--- src/rtl/tcp_pkg.sv ---
// rtl/tcp_pkg.sv - shared flow-table sizing and ACK scheduler state encoding
package tcp_pkg;

    localparam int FLOWID_W     = 4;
    localparam int MAX_FLOW_CNT = 12;

    typedef enum logic {
        ACK_SCHED_IDLE,
        ACK_SCHED_OFFER
    } ack_sched_state_e;

endpackage

--- src/rtl/ack_pending_sched_if.sv ---
// rtl/ack_pending_sched_if.sv - pure-ACK offer handshake between scheduler and ACK generator
interface ack_pending_sched_if
    import tcp_pkg::*;
#(
    parameter int FLOWID_W = tcp_pkg::FLOWID_W
);

    logic                sched_val;
    logic [FLOWID_W-1:0] sched_flowid;
    logic                sched_rdy;

    modport master (
        output sched_val,
        output sched_flowid,
        input  sched_rdy
    );

    modport slave (
        input  sched_val,
        input  sched_flowid,
        output sched_rdy
    );

endinterface

--- src/rtl/ack_pending_sched_rr_prio_enc.sv ---
// rtl/ack_pending_sched_rr_prio_enc.sv - combinational round-robin priority encoder
module rr_prio_enc #(
    parameter int WIDTH = 8,
    parameter int IDX_W = (WIDTH > 1) ? $clog2(WIDTH) : 1
) (
    input  logic [WIDTH-1:0] req,
    input  logic [IDX_W-1:0] ptr,
    output logic             gnt_val,
    output logic [IDX_W-1:0] gnt_idx
);

    localparam logic [IDX_W:0] LIM = (IDX_W+1)'(WIDTH);

    logic [WIDTH-1:0] rot;
    logic [IDX_W-1:0] rot_idx;

    // Modular add; both operands are assumed to be below WIDTH.
    function automatic logic [IDX_W-1:0] wrap_add(input logic [IDX_W-1:0] a,
                                                  input logic [IDX_W-1:0] b);
        logic [IDX_W:0] s;
        s = {1'b0, a} + {1'b0, b};
        if (s >= LIM) begin
            s = s - LIM;
        end
        return s[IDX_W-1:0];
    endfunction

    always_comb begin
        rot = '0;
        for (int i = 0; i < WIDTH; i++) begin
            rot[i] = req[wrap_add(ptr, IDX_W'(i))];
        end
    end

    always_comb begin
        gnt_val = 1'b0;
        rot_idx = '0;
        for (int i = WIDTH - 1; i >= 0; i--) begin
            if (rot[i]) begin
                gnt_val = 1'b1;
                rot_idx = IDX_W'(i);
            end
        end
    end

    assign gnt_idx = wrap_add(rot_idx, ptr);

endmodule

--- src/rtl/ack_pending_sched.sv ---
// rtl/ack_pending_sched.sv - per-flow ACK-pending table with delayed-ACK counts and round-robin ACK offer
module ack_pending_sched
    import tcp_pkg::*;
#(
    parameter int FLOW_CNT   = MAX_FLOW_CNT,
    parameter int FLOWID_W   = tcp_pkg::FLOWID_W,
    parameter int NUM_SET    = 2,
    parameter int CNT_W      = 2,
    parameter int ACK_THRESH = 2
) (
    input  logic                         clk,
    input  logic                         rst_n,
    input  logic [NUM_SET-1:0]           set_val,
    input  logic [NUM_SET*FLOWID_W-1:0]  set_flowid,
    input  logic                         clear_val,
    input  logic [FLOWID_W-1:0]          clear_flowid,
    input  logic                         rd_val,
    input  logic [FLOWID_W-1:0]          rd_flowid,
    output logic                         rd_pending,
    output logic [CNT_W-1:0]             rd_cnt,
    input  logic                         flush,
    ack_pending_sched_if.master          sched,
    output logic                         any_pending
);

    localparam int                SUM_W    = CNT_W + $clog2(NUM_SET + 1) + 1;
    localparam logic [SUM_W-1:0]  CNT_MAX  = SUM_W'((1 << CNT_W) - 1);
    localparam logic [CNT_W-1:0]  THRESH   = CNT_W'(ACK_THRESH);
    localparam logic [FLOWID_W:0] FLOW_LIM = (FLOWID_W+1)'(FLOW_CNT);
    localparam logic [FLOWID_W-1:0] LAST_ID = FLOWID_W'(FLOW_CNT - 1);

    logic [FLOW_CNT-1:0] pending, pending_nxt, eligible;
    logic [CNT_W-1:0]    cnt     [FLOW_CNT];
    logic [CNT_W-1:0]    cnt_nxt [FLOW_CNT];

    ack_sched_state_e    state, state_nxt;
    logic [FLOWID_W-1:0] rr_ptr, rr_ptr_nxt;
    logic [FLOWID_W-1:0] offer_id, offer_id_nxt;
    logic                accept;
    logic                gnt_val;
    logic [FLOWID_W-1:0] gnt_idx;
    logic                rd_hit;

    assign accept             = (state == ACK_SCHED_OFFER) && sched.sched_rdy;
    assign sched.sched_val    = (state == ACK_SCHED_OFFER);
    assign sched.sched_flowid = offer_id;

    // Clears zero the base first, so any same-cycle set hits survive the clear.
    always_comb begin
        logic [SUM_W-1:0] k;
        logic [SUM_W-1:0] sum;
        logic             clr;
        pending_nxt = '0;
        eligible    = '0;
        for (int f = 0; f < FLOW_CNT; f++) begin
            k = '0;
            for (int i = 0; i < NUM_SET; i++) begin
                if (set_val[i] && (set_flowid[i*FLOWID_W +: FLOWID_W] == FLOWID_W'(f))) begin
                    k = k + SUM_W'(1);
                end
            end
            clr = (clear_val && (clear_flowid == FLOWID_W'(f))) ||
                  (accept && (offer_id == FLOWID_W'(f)));
            sum = (clr ? '0 : SUM_W'(cnt[f])) + k;
            cnt_nxt[f]     = (sum > CNT_MAX) ? CNT_MAX[CNT_W-1:0] : sum[CNT_W-1:0];
            pending_nxt[f] = (k != '0) | (pending[f] & ~clr);
            eligible[f]    = pending[f] & ((cnt[f] >= THRESH) | flush);
        end
    end

    rr_prio_enc #(
        .WIDTH (FLOW_CNT),
        .IDX_W (FLOWID_W)
    ) u_rr_prio_enc (
        .req     (eligible),
        .ptr     (rr_ptr),
        .gnt_val (gnt_val),
        .gnt_idx (gnt_idx)
    );

    always_comb begin
        state_nxt    = state;
        rr_ptr_nxt   = rr_ptr;
        offer_id_nxt = offer_id;
        case (state)
            ACK_SCHED_IDLE: begin
                if (gnt_val) begin
                    state_nxt    = ACK_SCHED_OFFER;
                    offer_id_nxt = gnt_idx;
                end
            end
            ACK_SCHED_OFFER: begin
                if (sched.sched_rdy) begin
                    state_nxt  = ACK_SCHED_IDLE;
                    rr_ptr_nxt = (offer_id == LAST_ID) ? '0 : offer_id + FLOWID_W'(1);
                end
            end
            default: state_nxt = ACK_SCHED_IDLE;
        endcase
    end

    always_ff @(posedge clk or negedge rst_n) begin
        if (!rst_n) begin
            state    <= ACK_SCHED_IDLE;
            rr_ptr   <= '0;
            offer_id <= '0;
            pending  <= '0;
            for (int f = 0; f < FLOW_CNT; f++) begin
                cnt[f] <= '0;
            end
        end else begin
            state    <= state_nxt;
            rr_ptr   <= rr_ptr_nxt;
            offer_id <= offer_id_nxt;
            pending  <= pending_nxt;
            for (int f = 0; f < FLOW_CNT; f++) begin
                cnt[f] <= cnt_nxt[f];
            end
        end
    end

    assign rd_hit      = rd_val && ({1'b0, rd_flowid} < FLOW_LIM);
    assign rd_pending  = rd_hit ? pending[rd_flowid] : 1'b0;
    assign rd_cnt      = rd_hit ? cnt[rd_flowid] : '0;
    assign any_pending = |pending;

endmodule

--- src/flat_wrapper.sv ---
// flat-port wrapper written by rule: the top's interface ports become plain ports
module ack_pending_sched_flat import tcp_pkg::*;
#(
    parameter int FLOW_CNT   = MAX_FLOW_CNT,
    parameter int FLOWID_W   = tcp_pkg::FLOWID_W,
    parameter int NUM_SET    = 2,
    parameter int CNT_W      = 2,
    parameter int ACK_THRESH = 2
)
  (clk, rst_n, set_val, set_flowid, clear_val, clear_flowid, rd_val, rd_flowid, rd_pending, rd_cnt, flush, any_pending, sched_sched_val, sched_sched_flowid, sched_sched_rdy);
  ack_pending_sched_if #(.FLOWID_W(FLOWID_W)) sched_i ();
  input  logic clk;
  input  logic rst_n;
  input  logic [NUM_SET-1:0] set_val;
  input  logic [NUM_SET*FLOWID_W-1:0] set_flowid;
  input  logic clear_val;
  input  logic [FLOWID_W-1:0] clear_flowid;
  input  logic rd_val;
  input  logic [FLOWID_W-1:0] rd_flowid;
  output logic rd_pending;
  output logic [CNT_W-1:0] rd_cnt;
  input  logic flush;
  output logic any_pending;
  output wire logic [$bits(sched_i.sched_val)-1:0] sched_sched_val;
  output wire logic [$bits(sched_i.sched_flowid)-1:0] sched_sched_flowid;
  input wire logic [$bits(sched_i.sched_rdy)-1:0] sched_sched_rdy;
  assign sched_sched_val = sched_i.sched_val;
  assign sched_sched_flowid = sched_i.sched_flowid;
  assign sched_i.sched_rdy = sched_sched_rdy;
  ack_pending_sched #(.FLOW_CNT(FLOW_CNT), .FLOWID_W(FLOWID_W), .NUM_SET(NUM_SET), .CNT_W(CNT_W), .ACK_THRESH(ACK_THRESH)) u_core (.clk(clk), .rst_n(rst_n), .set_val(set_val), .set_flowid(set_flowid), .clear_val(clear_val), .clear_flowid(clear_flowid), .rd_val(rd_val), .rd_flowid(rd_flowid), .rd_pending(rd_pending), .rd_cnt(rd_cnt), .flush(flush), .sched(sched_i), .any_pending(any_pending));
endmodule
--- config.mk ---
export PLATFORM = sky130hd
export DESIGN_NAME = ack_pending_sched_flat
export DESIGN_NICKNAME = d
export VERILOG_FILES = /design/src/rtl/tcp_pkg.sv /design/src/rtl/ack_pending_sched_if.sv /design/src/rtl/ack_pending_sched_rr_prio_enc.sv /design/src/rtl/ack_pending_sched.sv /design/src/flat_wrapper.sv
export SDC_FILE = /design/constraint.sdc
export NUM_CORES = 1
export LEC_CHECK = 0
export BUFFER_PORTS_ARGS = -buffer_cell sky130_fd_sc_hd__buf_2
export CAP_MARGIN = 20
export CORE_MARGIN = 1.5
export CORE_UTILIZATION = 55
export CTS_BUF_LIST = sky130_fd_sc_hd__clkbuf_8
export DETAILED_ROUTE_END_ITERATION = 8
export GPL_ROUTABILITY_DRIVEN = 1
export GPL_TIMING_DRIVEN = 0
export MAX_ROUTING_LAYER = met4
export PLACE_DENSITY = 0.73
export SKIP_LAST_GASP = 1
export SLEW_MARGIN = 20
export SYNTH_ARGS = -nofsm -noshare
export SYNTH_HDL_FRONTEND = slang
export SYNTH_SLANG_ARGS = --single-unit
--- constraint.sdc ---
create_clock -name clk -period 8.65 [get_ports clk]
set_input_delay 1.73 -clock clk [delete_from_list [all_inputs] [get_ports clk]]
set_output_delay 1.73 -clock clk [all_outputs]
set_load 0.01 [all_outputs]
== After elaboration in Yosys (flattened, before gate mapping) ==
Index checks and enable logic that the tools add are counted.

* Add/subtract/negate cells: 50
* Magnitude comparators: 52
* Eq/ne operators: 44
* Mux-type cells: 120
* Reduce and logical (&&, ||, !) cells: 81
* Bitwise logic cells: 62

{| class="wikitable"
|+ Operator list
! kind !! count
|-
| $mux 4 || 26
|-
| $lt 4x5->1 const B || 13
|-
| $eq 4x3->1 const B || 16
|-
| $eq 4x4->1 const B || 16
|-
| $add 5x5->5 || 12
|-
| $ge 5x4->1 const B || 12
|-
| $gt 5x2->1 const B || 12
|-
| $mux 5 || 12
|-
| $reduce_bool 5->1 || 12
|-
| $mux 2 || 27
|-
| $bmux 1 s4 || 13
|-
| $sub 4x4->4 const B || 13
|-
| $logic_and 1x1->1 || 50
|-
| $mux 1 || 40
|-
| $eq 4x2->1 const B || 8
|-
| $and 1x1->1 || 24
|-
| $ge 2x2->1 const B || 12
|-
| $or 1x1->1 || 24
|-
| $add 1x1->2 const B || 11
|-
| $add 4x3->5 const B || 4
|-
| $add 4x4->5 const B || 4
|-
| $eq 4x1->1 const B || 4
|-
| $logic_not 4->1 || 4
|-
| $not 1->1 || 13
|-
| other kinds (14) || 27
|}

* Bits of input ports: 24
* Register bits: 45

== Longest topological paths before layout ==
Gate-level depths: netlist of run 1.

* Depth in word-level cells: 20
* Mapped depth: 27

== Modules after synthesis ==
From an unflattened synthesis of run 1, not the netlist that was laid out.

* Cell total of the unflattened synthesis: 582
* Area, all modules: 5393.9 µm²

{| class="wikitable"
|+ By module, submodules not included
! module !! instances !! cells an instance !! area each (µm²) !! seq. area each (µm²)
|-
| ack_pending_sched || 1 || 331 || 3433.3 || 1126.1
|-
| rr_prio_enc || 1 || 251 || 1960.6 || 0.0
|}

== Least setup slack after synthesis of run 1 ==
Ideal clock, no wire load.

* Path type: in2reg
* Start: in flush
* End: reg u_core.offer_id[3] (netlist: u_core.sched.sched_flowid[3])
* Path buffers: 1
* Data arrival time: 5.211 ns
* Data required time: 8.525 ns
* Stages: 18
* Path slack: 3.314 ns
* Path through: clkbuf_1 > o221ai_2 > mux2i_1 > mux2i_1 > o32ai_1 > a211oi_1 > o311a_1 > o31ai_1 > ha_1 > inv_1 > fa_1 > xnor2_1 > ha_1 > a31oi_1 > nand2_1 > nor2_1 > nor2_1 > mux2_4

* Word-level cells in the longest chain between the ends: 19

{| class="wikitable"
|+ Ends and longest elaborated chain
! item !! line !! RTL
|-
| start: declaration || flat_wrapper.sv:22 || <nowiki>input logic flush;</nowiki>
|-
| $or 1x1->1 || ack_pending_sched.sv:67 || <nowiki>eligible[f] = pending[f] & ((cnt[f] >= THRESH) | flush);</nowiki>
|-
| $and 1x1->1 || ack_pending_sched.sv:67 ||
|-
| $bmux 1 s4 || ack_pending_sched_rr_prio_enc.sv:31 || <nowiki>rot[i] = req[wrap_add(ptr, IDX_W'(i))];</nowiki>
|-
| $mux 1 (implied by the code) || ack_pending_sched_rr_prio_enc.sv:31 ||
|-
| $mux 4 (12 in a row) || ack_pending_sched_rr_prio_enc.sv:39 || <nowiki>if (rot[i]) begin</nowiki>
|-
| $add 4x4->5 || ack_pending_sched_rr_prio_enc.sv:21 || <nowiki>s = {1'b0, a} + {1'b0, b};</nowiki>
|-
| $sub 4x4->4 or $ge 5x4->1 (tied branches) || ack_pending_sched_rr_prio_enc.sv:23, ack_pending_sched_rr_prio_enc.sv:22 ||
|-
| $mux 4 || ack_pending_sched_rr_prio_enc.sv:22 || <nowiki>if (s >= LIM) begin</nowiki>
|-
| end signal: assignment || ack_pending_sched.sv:114 || <nowiki>offer_id <= offer_id_nxt;</nowiki>
|-
| end: declaration || ack_pending_sched.sv:38 || <nowiki>logic [FLOWID_W-1:0] offer_id, offer_id_nxt;</nowiki>
|}

Several ways; a longest one is shown, not always the timed one. The select of a mux whose other input is x is not followed.
A chain may end at the register's enable or synchronous reset.

== Final worst setup path of run 1 ==
* Start: reg u_core.rr_ptr[1]
* End: reg u_core.offer_id[3] (netlist: u_core.sched.sched_flowid[3])

* Word-level cells in the longest chain between the ends: 20

{| class="wikitable"
|+ Ends and longest elaborated chain
! item !! line !! RTL
|-
| start: declaration || ack_pending_sched.sv:37 || <nowiki>logic [FLOWID_W-1:0] rr_ptr, rr_ptr_nxt;</nowiki>
|-
| start signal: assignment || ack_pending_sched.sv:113 || <nowiki>rr_ptr <= rr_ptr_nxt;</nowiki>
|-
| $add 4x4->5 || ack_pending_sched_rr_prio_enc.sv:21 ||
|-
| $sub 4x4->4 or $ge 5x4->1 (tied branches) || ack_pending_sched_rr_prio_enc.sv:23, ack_pending_sched_rr_prio_enc.sv:22 ||
|-
| $mux 4 || ack_pending_sched_rr_prio_enc.sv:22 ||
|-
| $bmux 1 s4 || ack_pending_sched_rr_prio_enc.sv:31 ||
|-
| $mux 1 (implied by the code) || ack_pending_sched_rr_prio_enc.sv:31 ||
|-
| $mux 4 (12 in a row) || ack_pending_sched_rr_prio_enc.sv:39 ||
|-
| $add 4x4->5 || ack_pending_sched_rr_prio_enc.sv:21 ||
|-
| $sub 4x4->4 or $ge 5x4->1 (tied branches) || ack_pending_sched_rr_prio_enc.sv:23, ack_pending_sched_rr_prio_enc.sv:22 ||
|-
| $mux 4 || ack_pending_sched_rr_prio_enc.sv:22 ||
|}

Several ways; a longest one is shown, not always the timed one. The select of a mux whose other input is x is not followed.

==> results of run 1 <==
==> logic make-up after synthesis <==
| family | Yosys count | share of synthesized area |
|---|---|---|
| and+or+nand+nor | 215 | 0.204 |
| AOI/OAI and AO/OA | 130 | 0.177 |
| DFF | 45 | 0.205 |
| adders and majority gates | 80 | 0.200 |
| buffers and inverters | 97 | 0.0721 |
| xor gates and xnor gates | 11 | 0.0189 |
| muxes | 52 | 0.123 |
==> cell usage after synthesis (13+ instances only) <==
library cell / instances / area (µm²)
fa_1: 13 / 260
nand2b_1: 19 / 119
dfrtp_1: 45 / 1130
nand2_1: 84 / 315
nor2_1: 22 / 82.6
o21ai_0: 17 / 85.1
ha_1: 67 / 838
mux2_2: 13 / 146
a21oi_1: 21 / 105
and2_1: 16 / 100
mux2i_1: 23 / 230
inv_1: 74 / 278
nand3_1: 16 / 80.1
==> path summary, 6_finish.rpt <==
check	from	endpoint	depth (start not counted)
hold / removal	u_core.pending[1]	u_core.pending[1]	2
min in group asynchronous	rst_n	u_core.cnt[11]	1
hold reg to reg	u_core.pending[1]	u_core.pending[1]	2
setup reg to reg	u_core.rr_ptr[1]	u_core.sched.sched_flowid[3]	24
max in group asynchronous	rst_n	u_core.sched.sched_flowid[3]	1
setup / recovery	u_core.rr_ptr[1]	u_core.sched.sched_flowid[3]	24
==> final cells by class <==
class                           count  area share
Multi-Input combinational cell    488       0.670
Sequential cell                    45       0.190
Inverter                           75      0.0474
Tap cell                          133      0.0280
Timing Repair Buffer               29      0.0249
Buffer                             22      0.0194
Clock buffer                        6      0.0139
Clock inverter                      2     0.00633
==> critical path, stage by stage (launching register included) <==
cell and delay (ns):
dfrtp_1 0.59, inv_1 0.16, clkbuf_1 0.65, ha_1 0.31
a21boi_1 0.30, xnor2_1 0.16, ha_1 0.20, a21oi_1 0.21
nand3_1 0.11, o2bb2ai_1 0.14, mux2i_1 0.13, o32ai_1 0.60
a211oi_1 0.13, o311a_1 0.34, o31ai_1 0.28, ha_1 0.23
inv_1 0.05, fa_1 0.40, xnor2_1 0.20, ha_1 0.22
a31oi_1 0.20, nand2_1 0.09, nor2_1 0.13, nor2_1 0.07
mux2_4 0.25
==> placed cells by master, fill, tap and decap left out, types with 13 or more instances in the layout <==
master,n
a21oi_1,21
and2_1,16
buf_2,36
dfrtp_1,45
fa_1,13
ha_1,67
inv_1,74
mux2_2,13
mux2i_1,23
nand2_1,84
nand2b_1,19
nand3_1,16
nor2_1,22
o21ai_0,17
==> per-stage QoR <==
step | instances | setup WS, ns | hold slack (ns) | util
global route | 800 | 1.89 | 0.609 | 0.610
floorplan | 630 | 3.31 | 0.493 | -
CTS | 800 | 2.40 | 0.576 | 0.610
detailed placement | 792 | 2.44 | 0.558 | 0.597
finish | 800 | 2.38 | 0.588 | 0.610
global placement | 792 | 2.53 | 0.551 | 0.597
==> flip-flops by register name, indices dropped and copies added (netlist names) <==
register	count
u_core.sched.sched_flowid	4
u_core.cnt	24
u_core.rr_ptr	4
u_core.sched.sched_val	1
u_core.pending	12
==> per-layer routing <==
| layer | wire length (µm) | GRT usage | vias to the layer above |
|---|---|---|---|
| met5 | 0 | - | - |
| met4 | 552 | 0.130 | 0 |
| met3 | 773 | 0.0373 | 38 |
| met2 | 6950 | 0.470 | 153 |
| met1 | 6170 | 0.377 | 2352 |
| li1 | - | - | 2302 |
==> results.md, run 1 <==
* Outcome: complete, no violations
* Total Wirelength at 14.4 mm
* Final Skew at 0.0159 ns
* Starting Density at 0.565
* Vias post-DR at 4845
* Synth Flop Type: dfrtp_1
* Critical Path AT at 6.46 ns
* Post-synth ARST share at 1.00
* Cts bufs inserted at 5
* Die Area at 10600 µm²
* Clock Pin Slew Worst Setup and Hold Paths at 0.08 ns
* Post-cts sizing count at 0
* I/O pin cnt at 33
* First-pass GRT wire length at 23.0 mm
* Max FO, Critical Path at 15
* Clock Path Buffers at 2
* Sequential area share after synthesis at 0.205
* FF/Latch Area at 1130 µm²
* Vias in the first global route at 4578
* # setup viols final at 0
* Port Buffers at 29
* Max Freq at 0.159 GHz
* GR Util All Layers at 0.295
* Largest net degree at the start of global routing at 46
* Seq cells post-synth at 45
* GPL Wtd Cong at 0.988
* Syn. warnings at 0
* Ant. Diodes at 0
* Min Tclk post-route at 6.27 ns
* GRT Residual Overflow at 0
* Fraction of layout cells with a size suffix above 1 at 0.151
* Row count at 36
* CP endpoint kind: flop
* Hpwl dp at 11.6 mm
* Clk sink count at 45
* Drt wl/cell at 18.1 µm
* Hold buffer count at cts at 0
* Slew @ Worst Pin at 0.846 ns
* Dpl cell area at 5810 µm²
* Cell area after layout at 5930 µm²
* Worst skew pair latency at 0.31 ns
* CP startpoint kind: flop
* Synth Area per Inst at 8.73 µm²
* Vias/cell at 6.06
* Final Cycle Share at 0.725
* Filler Cells Inserted at 881
* Setup bufs post-CTS at 0
* Antenna violations before repair at 0
* Library cells used by synthesis at 70
* Setup_tns at 0 ns
* Crit path kind: flop to flop
* Final hold vios at 0
* 1st-pass router iterations at 5
* Root buffer cell: clkbuf_8
* Area of the multi-input gates at 3980 µm²
* DR DRC count at 0
* Die H at 103 µm
* Die Wd at 103 µm
* MaxCap Viol Count at 0
* Final Max Tran Viols at 0
* Mapped cell area at 5500 µm²
* Core ar. at 9730 µm²
* Post-Syn Instances at 630
* Htree depth at 2
* CTS tree: yes
* Unrepaired setup endpoints after global routing: false
* Worst EP required at 8.84 ns
* Nets at 770
* Hold Path Class: flop to flop
* R2R Setup Slk at 2.38 ns
* Post-synth EDFFs at 0
* Syn_nets at 734
* Initial drt markers at 282
* Slew headroom at 0.436
* Syn-to-layout area delta at 7.89%
* Antenna violation net count after detailed routing at 0
Power of run 1 is not shown: default switching activity piles up to over one toggle a cycle in this logic, so the estimate is an artifact.
==> inputs of run 2 (changes only) <==
Settings changed: ABC_AREA set to 1, PLACE_DENSITY 0.73 to 0.76.
Clock period 8.65 ns to 5.29 ns, I/O delays scaled along.
==> run 2 against run 1 <==
  * Worst hold slack lost 0.022 ns
  * Via count is 10% higher
  * Critical path type unchanged
  * Largest cell class unchanged
  * Flip-flop and latch count stayed put
==> results.md, run 2 <==
* Largest stage delay on the critical path at 0.49 ns
* Library cells used by synthesis at 42
* Final Cycle Share at 0.917
* Clock Path Buffers at 2
* FF/Latch Area at 1130 µm²
* Slew headroom at 0.576
* Die Area at 10500 µm²
* Slew @ Worst Pin at 0.630 ns
* Worst EP required at 5.49 ns
* Worst skew pair latency at 0.30 ns
* Vias in the first global route at 4959
* Port Buffers at 32
* Synth Area per Inst at 6.56 µm²
* Area of the multi-input gates at 3580 µm²
* I/O pin cnt at 33
* Antenna violation net count after detailed routing at 0
* Htree depth at 2
* Syn. warnings at 0
* DR DRC count at 0
* Cts bufs inserted at 5
* Min Tclk post-route at 4.85 ns
* Die H at 102 µm
* Core ar. at 9680 µm²
* # setup viols final at 0
* First-pass GRT wire length at 22.5 mm
* Critical Path AT at 5.05 ns
* Commonest non-fill, non-tap cell in the layout: nand2_1
* Sequential area share after synthesis at 0.207
* CP endpoint kind: flop
* Synth top area cells: dfrtp_1 (21%), ha_1 (15%), nand2_1 (13%)
* Max Freq at 0.206 GHz
* Hpwl dp at 11.6 mm
* Row count at 36
* Top flop regs: u_core.cnt x24, u_core.pending x12
* Final Max Tran Viols at 0
* Fraction of layout cells with a size suffix above 1 at 0.106
* Max FFs per register at 24
* Vias post-DR at 5329
* GR Util All Layers at 0.283
* Clock Pin Slew Worst Setup and Hold Paths at 0.09 ns
* Mapped cell area at 5430 µm²
* GRT Residual Overflow at 0
* CP startpoint kind: flop
* Filler Cells Inserted at 930
* Most common cell in the synthesized netlist: nand2_1
* Post-Syn Instances at 828
* Drt wl/cell at 13.9 µm
* GPL Wtd Cong at 0.914
* Setup bufs post-CTS at 0
* Clk sink count at 45
* Nets at 970
* Unrepaired setup endpoints after global routing: false
* Final hold vios at 0
* Crit path kind: flop to flop
* Largest net degree at the start of global routing at 46
* Ant. Diodes at 0
* Post-cts sizing count at 0
* Post-synth EDFFs at 0
* 1st-pass router iterations at 6
* Post-synth ARST share at 1.00
* Outcome: complete, no violations
* Leading cell types in the layout, fill and taps excluded: nand2_1 (193), inv_1 (164), nor2_1 (78)
* Max FO, Critical Path at 11
* Antenna violations before repair at 0
* Top cell type's share of synthesized area at 0.207
* Commonest cells post-synth: nand2_1 (193), inv_1 (164), nor2_1 (78)
* Setup_tns at 0 ns
* MaxCap Viol Count at 0
* Most used cell, CP: nand2_1
* Syn_nets at 932
* Seq cells post-synth at 45
* Starting Density at 0.561
* Syn-to-layout area delta at 7.95%
* Largest register by flop count: u_core.cnt
* Root buffer cell: clkbuf_8
* Final Skew at 0.00628 ns
* Crit path max-delay cell type: dfrtp_1
* Hold buffer count at cts at 0
* Initial drt markers at 285
* Die Wd at 102 µm
* Hold Path Class: flop to flop
* Total Wirelength at 13.9 mm
* CTS tree: yes
* Yosys top cell by area: dfrtp_1
* Synth Flop Type: dfrtp_1
* Vias/cell at 5.33
[run 2: cell families after synthesis]
kind of cell             after synthesis  share of synthesized area
AO/OA/AOI/OAI                        123                      0.127
flip-flops                            45                      0.207
AND/OR/NAND/NOR                      377                      0.297
XOR/XNOR                              15                     0.0318
adder cells (fa/ha/maj)               80                      0.202
buffers and inverters                188                      0.135
[run 2: metal layers]
metal / up-vias / global-route usage / wire, µm
li1: 2676 / - / -
met1: 2454 / 0.316 / 5710
met2: 154 / 0.508 / 6920
met3: 45 / 0.0274 / 539
met4: 0 / 0.133 / 704
met5: - / - / 0
[run 2: worst paths after layout]
path                       cells after the start  slack, ns                            to                    startpoint
max                                           35       0.44  u_core.sched.sched_flowid[2]              u_core.rr_ptr[2]
min                                            2       0.57  u_core.sched.sched_flowid[3]  u_core.sched.sched_flowid[3]
max reg2reg                                   35       0.44  u_core.sched.sched_flowid[2]              u_core.rr_ptr[2]
min reg2reg                                    2       0.57  u_core.sched.sched_flowid[3]  u_core.sched.sched_flowid[3]
max in group asynchronous                      1       4.11              u_core.rr_ptr[1]                         rst_n
min in group asynchronous                      1       0.74                u_core.cnt[23]                         rst_n
[run 2: per-stage QoR]
step	cells	worst slack [ns]	cell area, µm²	hold WS [ns]	utilization
6_report	1000	0.441	5860	0.566	0.606
5_1_grt	1000	0.0444	5860	0.622	0.606
4_1_cts	1001	0.142	5860	0.571	0.605
3_5_place_dp	993	0.196	5760	0.551	0.595
3_3_place_gp	993	0.375	5760	0.546	0.595
2_1_floorplan	828	1.01	5430	0.496	-
[run 2: final cells by class]
class | count | share of cell area
Timing Repair Buffer | 32 | 0.0277
Inverter | 176 | 0.113
Multi-Input combinational cell | 595 | 0.611
Clock inverter | 2 | 0.00235
Tap cell | 133 | 0.0284
Clock buffer | 6 | 0.0141
Buffer | 11 | 0.0111
Sequential cell | 45 | 0.192
[run 2: critical path: cells and delay by family (launching register included)]
kind                       cells  cell delay (ns)
and+or+nand+nor               16             1.34
DFF                            1             0.49
buffers and inverters          8             0.80
xor gates and xnor gates       3             0.58
adders and majority gates      4             0.85
AOI/OAI and AO/OA              4             0.69
Power of run 2 is left out for the same reason.
==> inputs of run 3 (changes only) <==
Settings changed: ABC_AREA 1 to not set.
==> run 3 against run 2 <==
  * Via count shrank 5.9%
  * Global-route usage grew 1.3 points
  * Register-to-register slack lost 0.30 ns
  * Flip-flop and latch count is the same
  * Count of clock-buffer cells in the layout shrank 1
  * Worst setup slack lost 0.30 ns
  * Final cell count shrank 18%
==> results.md, run 3 (synthesis results as in run 1) <==
* Util after Layout at 0.647
* Cts bufs inserted at 5
* Syn-to-layout area delta at 14.4%
* # setup viols final at 0
* Crit path kind: flop to flop
* Largest stage delay on the critical path at 0.48 ns
* Starting Density at 0.565
* Fraction of layout cells with a size suffix above 1 at 0.218
* Final hold vios at 0
* GRT Residual Overflow at 0
* CP startpoint kind: flop
* Die Area at 10600 µm²
* Crit path max-delay cell type: dfrtp_2
* Slew headroom at 0.488
* Cell breakdown of the critical path: ha_1, buf_2, xnor2_4, inv_1, ha_1, a221o_1, or3_1, o2111ai_1, o211ai_1, a21oi_1, a211oi_1, o311a_1, o31ai_2, ha_2, inv_1, fa_2, xnor2_4, ha_4, a31oi_4, nand2_2, nor2_2, nor2_1, mux2_4
* Htree depth at 2
* Antenna violations before repair at 0
* CTS tree: yes
* CP endpoint kind: flop
* Largest register by flop count: u_core.cnt
* Top flop regs: u_core.cnt x24, u_core.pending x12
* Met2 usage at 0.509
* GPL Wtd Cong at 0.932
* DR DRC count at 0
* Final Max Tran Viols at 0
* Hold Path Class: flop to flop
* Antenna violation net count after detailed routing at 0
* Clk sink count at 45
* Layer with the highest usage: met2
* Final Skew at 0.0126 ns
* GR Util All Layers at 0.297
* Max Freq at 0.194 GHz
* Max FFs per register at 24
* Vias/cell at 6.13
* 1st-pass router iterations at 6
* I/O pin cnt at 33
* Outcome: complete, no violations
* Dpl cell area at 5810 µm²
* Total Wirelength at 15.0 mm
* Drt wl/cell at 18.3 µm
* Initial drt markers at 336
* Clock Path Buffers at 2
* MaxCap Viol Count at 0
* Clock Pin Slew Worst Setup and Hold Paths at 0.09 ns
* Hpwl dp at 11.6 mm
* Worst skew pair latency at 0.30 ns
* Commonest non-fill, non-tap cell in the layout: nand2_1
* Min Tclk post-route at 5.15 ns
* Port Buffers at 29
* Ant. Diodes at 0
* Met3 Use GR at 0.0224
* Hold slack at 0.575 ns
* CP delay by family, top: compound AO/OA/AOI/OAI gates
* CP Buf/Inv Count at 3
* Row count at 36
* Root buffer cell: clkbuf_8
* Die Wd at 103 µm
* Final Cycle Share at 0.973
* Nets at 789
* Setup_tns at 0 ns
* First-pass GRT wire length at 23.4 mm
* Leading cell types in the layout, fill and taps excluded: nand2_1 (83), inv_1 (71), ha_1 (61)
* Vias post-DR at 5012
* Max FO, Critical Path at 9
* Die H at 103 µm
* Slew @ Worst Pin at 0.768 ns
* Hold buffer count at cts at 0
* Met1 Use GR at 0.377
* Worst EP required at 5.48 ns
* Vias in the first global route at 4746
* Critical Path AT at 5.34 ns
* Cell area after layout at 6290 µm²
* Largest net degree at the start of global routing at 46
* Core ar. at 9730 µm²
==> run 3: worst register-to-register path, delay by kind of cell, from the launching register on <==
family,cells,cell delay (ns)
adder cells (fa/ha/maj),5,1.27
AND/OR/NAND/NOR,4,0.67
buffers and inverters,3,0.36
flip-flops,1,0.48
AO/OA/AOI/OAI,8,1.62
multiplexers,1,0.26
XOR/XNOR,2,0.37
==> run 3: worst paths after layout <==
path                                    from                           end  slack [ns]  cells after the start
max                         u_core.rr_ptr[0]  u_core.sched.sched_flowid[3]        0.14                     23
min                        u_core.pending[7]             u_core.pending[7]        0.58                      2
max reg2reg                 u_core.rr_ptr[0]  u_core.sched.sched_flowid[3]        0.14                     23
min reg2reg                u_core.pending[7]             u_core.pending[7]        0.58                      2
max in group asynchronous              rst_n              u_core.rr_ptr[0]        4.11                      1
min in group asynchronous              rst_n                u_core.cnt[11]        0.75                      1
==> run 3: repair_timing <==
action,4_1_cts,5_1_grt
gates resized for setup,19,34
pin swaps,4,10
gates cloned,1,0
buffers inserted,7,13
endpoints found under the setup margin,2,2
==> run 3: layout make-up <==
cell class	count	area [µm²]
clock buffer	5	68.8
fill	840	3440
multi-input combinational	488	4150
sequential	45	1130
inverter	75	297
tap	133	166
timing repair buffer	49	298
buffer	20	139
clock inverter	2	35.0
timing repair inverter	1	5.00
==> run 3: through the flow <==
stage	setup WS, ns	cells
4_1_cts	0.0516	805
6_report	0.141	818
3_5_place_dp	-0.843	792
3_3_place_gp	-0.701	792
5_1_grt	-0.0219	818
2_1_floorplan	0.112	630
==> run 3: per-layer routing <==
| layer | up-vias | share of wire |
|---|---|---|
| met4 | 0 | 0.026 |
| met5 | - | 0 |
| li1 | 2346 | - |
| met1 | 2457 | 0.42 |
| met2 | 177 | 0.50 |
| met3 | 32 | 0.050 |
Power of run 3 is left out for the same reason.
